### src/rtl/conv1_maxpool.sv
// -----------------------------------------------------------------------------
// conv1_maxpool
//
// Purpose:
//   This block is a 2x2, stride-2 max-pooling stage that sits after conv1. It
//   takes three parallel signed feature-map streams. Each stream is WIDTH x
//   HEIGHT, arrives in raster order, and carries one pixel per channel on each
//   valid_in. The block emits three (WIDTH/2) x (HEIGHT/2) pooled streams.
//
//   Each channel keeps a half-width line buffer. On even rows, the buffer stores
//   the horizontal max of each column pair. On odd rows, that stored value is
//   combined with the current pair. A full frame never needs to be stored.
//
// Ports:
//   clk             rising-edge clock
//   rst             asynchronous reset, active-high
//   valid_in        qualifies data_in_1..3 for one pixel
//   data_in_1..3    signed conv1 samples, DATA_BITS wide
//   data_out_1..3   signed pooled samples, held between pulses
//   valid_out_pool  one-cycle pulse per pooled sample; it comes 1 clk after
//                   the bottom-right pixel of each 2x2 window
//   frame_done      one-cycle pulse that coincides with the last pooled sample
//                   of a frame
//
// Build option:
//   CONV1_MAXPOOL_RELU_EN  When defined, a negative pooled result is clamped
//                          to 0 at the output register. Timing and valid
//                          behaviour do not change.
// -----------------------------------------------------------------------------
module conv1_maxpool #(
  parameter int WIDTH     = 24,
  parameter int HEIGHT    = 24,
  parameter int DATA_BITS = 12
) (
  input  logic                 clk,
  input  logic                 rst,
  input  logic                 valid_in,
  input  logic [DATA_BITS-1:0] data_in_1,
  input  logic [DATA_BITS-1:0] data_in_2,
  input  logic [DATA_BITS-1:0] data_in_3,
  output logic [DATA_BITS-1:0] data_out_1,
  output logic [DATA_BITS-1:0] data_out_2,
  output logic [DATA_BITS-1:0] data_out_3,
  output logic                 valid_out_pool,
  output logic                 frame_done
);

  localparam int NUM_CH = 3;
  localparam int HALF_W = WIDTH / 2;
  localparam int COL_W  = (WIDTH  > 1) ? $clog2(WIDTH)  : 1;
  localparam int ROW_W  = (HEIGHT > 1) ? $clog2(HEIGHT) : 1;
  localparam int IDX_W  = (HALF_W > 1) ? $clog2(HALF_W) : 1;

  localparam logic [COL_W-1:0] COL_LAST = COL_W'(WIDTH - 1);
  localparam logic [ROW_W-1:0] ROW_LAST = ROW_W'(HEIGHT - 1);

  typedef logic signed [DATA_BITS-1:0] sample_t;

  // Full-width signed max. On a tie either operand is correct, because both
  // operands are equal.
  function automatic sample_t smax(input sample_t a, input sample_t b);
    return (a > b) ? a : b;
  endfunction

  // Transform applied just before the output register.
  function automatic sample_t out_stage(input sample_t v);
`ifdef CONV1_MAXPOOL_RELU_EN
    return v[DATA_BITS-1] ? '0 : v;
`else
    return v;
`endif
  endfunction

  // ---------------------------------------------------------------------------
  // State
  // ---------------------------------------------------------------------------
  logic [COL_W-1:0] col_q, col_d;
  logic [ROW_W-1:0] row_q, row_d;

  sample_t hold_q [NUM_CH];             // left pixel of the current column pair
  sample_t hold_d [NUM_CH];
  sample_t lbuf_q [NUM_CH][HALF_W];     // horizontal maxima from the even row
  sample_t lbuf_d [NUM_CH][HALF_W];
  sample_t dout_q [NUM_CH];
  sample_t dout_d [NUM_CH];

  logic valid_q, valid_d;
  logic done_q,  done_d;

  // ---------------------------------------------------------------------------
  // Datapath helpers
  // ---------------------------------------------------------------------------
  sample_t          din    [NUM_CH];
  sample_t          hmax   [NUM_CH];
  sample_t          result [NUM_CH];
  logic [IDX_W-1:0] lb_idx;
  logic             last_col;
  logic             last_row;
  logic             col_odd;
  logic             row_odd;

  assign din[0] = sample_t'(data_in_1);
  assign din[1] = sample_t'(data_in_2);
  assign din[2] = sample_t'(data_in_3);

  // A column pair (2k, 2k+1) maps to line-buffer entry k.
  assign lb_idx   = IDX_W'(col_q >> 1);
  assign last_col = (col_q == COL_LAST);
  assign last_row = (row_q == ROW_LAST);
  assign col_odd  = col_q[0];
  assign row_odd  = row_q[0];

  always_comb begin
    for (int ch = 0; ch < NUM_CH; ch++) begin
      hmax[ch]   = smax(hold_q[ch], din[ch]);
      result[ch] = smax(lbuf_q[ch][lb_idx], hmax[ch]);
    end
  end

  // ---------------------------------------------------------------------------
  // Next-state logic
  // ---------------------------------------------------------------------------
  always_comb begin
    // NOTE: every _d signal is given its hold value first. Without that, a
    // path that skips an assignment would infer a latch.
    col_d   = col_q;
    row_d   = row_q;
    hold_d  = hold_q;
    lbuf_d  = lbuf_q;
    dout_d  = dout_q;
    valid_d = 1'b0;
    done_d  = 1'b0;

    if (valid_in) begin
      // Raster counters. The last pixel of a frame wraps straight to (0,0),
      // so back-to-back frames need no idle cycle.
      if (last_col) begin
        col_d = '0;
        row_d = last_row ? '0 : row_q + 1'b1;
      end else begin
        col_d = col_q + 1'b1;
      end

      for (int ch = 0; ch < NUM_CH; ch++) begin
        if (!col_odd) begin
          hold_d[ch] = din[ch];
        end else if (!row_odd) begin
          // The even row writes entry k before the odd row reads it. This is
          // why a new frame's row 0 can safely overwrite the previous frame's
          // entries.
          lbuf_d[ch][lb_idx] = hmax[ch];
        end else begin
          dout_d[ch] = out_stage(result[ch]);
        end
      end

      valid_d = col_odd && row_odd;
      done_d  = last_col && last_row;
    end
  end

  // ---------------------------------------------------------------------------
  // Registers
  // ---------------------------------------------------------------------------
  always_ff @(posedge clk or posedge rst) begin
    if (rst) begin
      col_q   <= '0;
      row_q   <= '0;
      valid_q <= 1'b0;
      done_q  <= 1'b0;
      for (int ch = 0; ch < NUM_CH; ch++) begin
        hold_q[ch] <= '0;
        dout_q[ch] <= '0;
        // NOTE: the line buffer lives in flops and is cleared along with
        // everything else. An aborted frame therefore leaves nothing behind,
        // which a RAM macro could not guarantee.
        for (int e = 0; e < HALF_W; e++) begin
          lbuf_q[ch][e] <= '0;
        end
      end
    end else begin
      // NOTE: the clocked block uses only non-blocking assignments. Every
      // register then samples the pre-edge value of every other register.
      col_q   <= col_d;
      row_q   <= row_d;
      valid_q <= valid_d;
      done_q  <= done_d;
      hold_q  <= hold_d;
      lbuf_q  <= lbuf_d;
      dout_q  <= dout_d;
    end
  end

  // ---------------------------------------------------------------------------
  // Outputs (all registered)
  // ---------------------------------------------------------------------------
  assign data_out_1     = dout_q[0];
  assign data_out_2     = dout_q[1];
  assign data_out_3     = dout_q[2];
  assign valid_out_pool = valid_q;
  assign frame_done     = done_q;

endmodule

### config.mk
export PLATFORM = sky130hd
export DESIGN_NAME = conv1_maxpool
export DESIGN_NICKNAME = d
export VERILOG_FILES = /design/src/rtl/conv1_maxpool.sv
export SDC_FILE = /design/constraint.sdc
export NUM_CORES = 1
export LEC_CHECK = 0
export CAP_MARGIN = 20
export CORE_UTILIZATION = 40
export CTS_CLUSTER_DIAMETER = 80
export DETAILED_ROUTE_END_ITERATION = 16
export GPL_TIMING_DRIVEN = 0
export SLEW_MARGIN = 15
export SYNTH_ARGS = -nofsm -noshare
export SYNTH_HDL_FRONTEND = slang
export SYNTH_SLANG_ARGS = --single-unit
### constraint.sdc
create_clock -name clk -period 31.6 [get_ports clk]
set_input_delay 4.74 -clock clk [delete_from_list [all_inputs] [get_ports clk]]
set_output_delay 4.74 -clock clk [all_outputs]
set_load 0.1 [all_outputs]
==> results.yml <==
outcome:
  status: "complete, no violations"
cells_and_area:
  drive_above_1_share: 0.169
  seq_area_um2: 12900
  syn_to_final_growth_pct: 15.6
  multi_input_area_um2: 10900
  layout_common_cells: "dfrtp_1 (516), a21oi_1 (226), nor2_1 (222), nand2_1 (200), o21ai_0 (149)"
  antenna_cells: 0
  fillers: 5598
  utilization: 0.468
  fin_nets: 2489
  final_common_cell: "dfrtp_1"
synth:
  ys_seq_area_frac: 0.518
  ys_ff_latch: 516
  syn-num-nets: 2342
  synthCells: 2229
  ys_async_sr_fraction: 1.00
  synth-edff-count: 0
  synth_area_per_cell_um2: 11.2
  syn_area_um2: 24900
  synth-main-ff-cell: "dfrtp_1"
  yosysWarnings: 0
  synth.distinct_cells: 58
power:
  peakVddDrop_mv: 0.0949
  leakage_nw: 13.3
  power-per-cell-area_nw_per_um2: 93.7
  power_mw: 2.70
worst_setup_path:
  critical_path.top_delay_family: "compound AO/OA/AOI/OAI gates"
  critPathCaptureType: "register"
  max_stage_delay_ps: 550
  crit_type: "input pin to register"
  cp_num_cells: 21
  r2r_slack_ps: 26050
  r2r_cells: 19
  timing.critical_path.buf_inv: 6
  crit_required_ps: 32120
  crit_slowest_cell: "clkdlybuf4s50_1"
  cp-start-kind: "input pin"
  cp_max_fo: 10
  path_cells: "clkdlybuf4s50_1, inv_1, ha_1, and4_1, nand4_1, a21oi_2, or2_1, clkbuf_1, a22o_1, a222oi_1, buf_2, buf_2, ha_1, and3_1, a221o_1, a221oi_1, a21oi_1, a32oi_1, nand2_1, clkbuf_1, o221ai_1"
  cp_data_arrival_time_ps: 10420
routing:
  wire_per_inst_um: 22.3
  first_pass_iters: 5
  wirelength_mm: 72.7
  vias: 18400
  drtIter0Drc: 1540
  via_per_inst: 5.67
  drc: 0
  final_antenna_net_count: 0
place:
  place_ws_ps: 21160
  portBuffers: 75
  dpl.hpwl_mm: 53.0
  place.gp.congestion: 0.874
grt:
  grtUsageTotal: 0.234
  grt_max_degree: 109
  antenna_found_initial: 1
  grt_pass1_vias: 19200
  grt_pass1_wl_mm: 114
  overflow: 0
die:
  die_x_um: 252
  rows: 91
  die_h_um: 252
  die_area_um2: 63300
  ios: 77
  start_util: 0.404
  core-area_um2: 61600
sta:
  tightest_slew_ps: 1220
  finalMaxSlewViolations: 0
  finalSetupTns_ps: 0
  max_freq_ghz: 0.101
  period_share: 0.314
  worst_slack_ps: 21690
  finalHoldViolCount: 0
  rsz0062_at_grt: "false"
  finClkSkew_ps: 25.4
  slew_headroom: 0.186
  setup_viol: 0
  fin_crit_ps: 9910
clock_network:
  clk_latency_ps: 620
  clk_pin_slew_ps: 60
  clockBufferDepth: 3
  cts.sinks: 516
  cts_root_buf: "clkbuf_16"
  htree_levels: 2
  ctsHoldBuffers: 0
  post_cts_resized: 0
  post_cts_buffers: 0
  cts_inserted_buffers: 54
  cts_tree: "done"
worst_hold_path:
  min_path_cells: 2
  hp-class: "register to register"
job:
  drv_cap: 0
worst reg2reg max path, delay by kind of cell (launching register included):
kind | cells | cell delay, ps
buffers and inverters | 4 | 1160
and+or+nand+nor | 5 | 1000
adders and majority gates | 2 | 670
DFF | 1 | 420
AOI/OAI and AO/OA | 8 | 2220
where the power goes:
group	internal, mW	leakage [nW]	switching (mW)
registers	0.823	7.00	0.0993
logic	0.385	5.37	0.709
clock network	0.406	0.932	0.274
total	1.62	13.3	1.08
logic make-up (layout without fill, tap and decap cells):
kind of cell               after synthesis  after routing  share of synthesized area
and+or+nand+nor                        507            507                     0.0847
AOI/OAI and AO/OA                      556            556                      0.137
buffers and inverters                  271            461                     0.0439
muxes                                  302            302                      0.177
DFF                                    516            516                      0.518
xor gates and xnor gates                 3              3                    0.00105
adders and majority gates               74             74                     0.0372
state kept, by name, indices dropped and copies added (netlist names):
| register | count |
|---|---|
| lbuf_q | 432 |
| hold_q | 36 |
| data_out_1 | 12 |
| data_out_2 | 12 |
| data_out_3 | 12 |
| col_q | 5 |
| row_q | 5 |
| frame_done | 1 |
| valid_out_pool | 1 |
path summary, 6_finish.rpt:
check | startpoint | end
worst max-delay path | data_in_3[11] | data_out_3[3]$_DFFE_PP0P_
worst min-delay path | lbuf_q[139]$_DFFE_PP0P_ | lbuf_q[139]$_DFFE_PP0P_
worst max register to register | hold_q[11]$_DFFE_PP0P_ | data_out_3[3]$_DFFE_PP0P_
worst min register to register | lbuf_q[139]$_DFFE_PP0P_ | lbuf_q[139]$_DFFE_PP0P_
max in group asynchronous | rst | lbuf_q[389]$_DFFE_PP0P_
min in group asynchronous | rst | lbuf_q[74]$_DFFE_PP0P_
synth_stat cells, types with 3 or more instances:
cell type | number | area, µm²
dfrtp_1 | 516 | 12900
a21oi_1 | 226 | 1130
nor2_1 | 222 | 833
nand2_1 | 200 | 751
o21ai_0 | 149 | 746
mux2_2 | 147 | 1660
clkbuf_1 | 127 | 477
mux4_2 | 97 | 2180
inv_1 | 83 | 312
ha_1 | 74 | 926
mux2i_1 | 58 | 581
buf_2 | 50 | 250
nand3_1 | 24 | 120
o221ai_1 | 24 | 210
a222oi_1 | 22 | 220
a22o_1 | 22 | 193
o22a_1 | 22 | 193
nand4_1 | 15 | 93.8
a221o_1 | 14 | 140
o31ai_1 | 12 | 90.1
o21a_1 | 11 | 82.6
o21ai_1 | 11 | 55.1
o2bb2ai_1 | 11 | 96.3
buf_1 | 9 | 33.8
a21o_1 | 8 | 60.1
nor3_1 | 8 | 40.0
nand2b_1 | 7 | 43.8
nor2b_1 | 6 | 37.5
o211ai_1 | 6 | 45.0
a211oi_1 | 5 | 37.5
and3_1 | 4 | 25.0
and4_1 | 4 | 35.0
nand3b_1 | 3 | 22.5
metrics by stage:
step	hold WS (ps)	cells	instance area [µm²]
after floorplan	445	2229	24900
after global placement	456	3141	26700
after detailed placement	468	3155	26900
after CTS	482	3254	28800
after global routing	509	3256	28800
final	479	3256	28800
layout make-up:
cell class / count / share of cell area
buffer: 188 / 0.0272
clock buffer: 79 / 0.0554
clock inverter: 20 / 0.0100
inverter: 83 / 0.0111
multi-input combinational: 1442 / 0.379
sequential: 516 / 0.448
tap: 837 / 0.0364
timing repair buffer: 91 / 0.0328
per-layer routing:
layer  track usage  vias to the layer above  wire (µm)  part of all wire
met1         0.310                     9410      31200              0.43
met2         0.381                      583      34500              0.47
met3        0.0451                      145       4390             0.060
li1              -                     8306          -                 -
met4        0.0852                        2       2600             0.036
met5             0                        -         18           0.00025
Power figures use the tool's default switching activity.
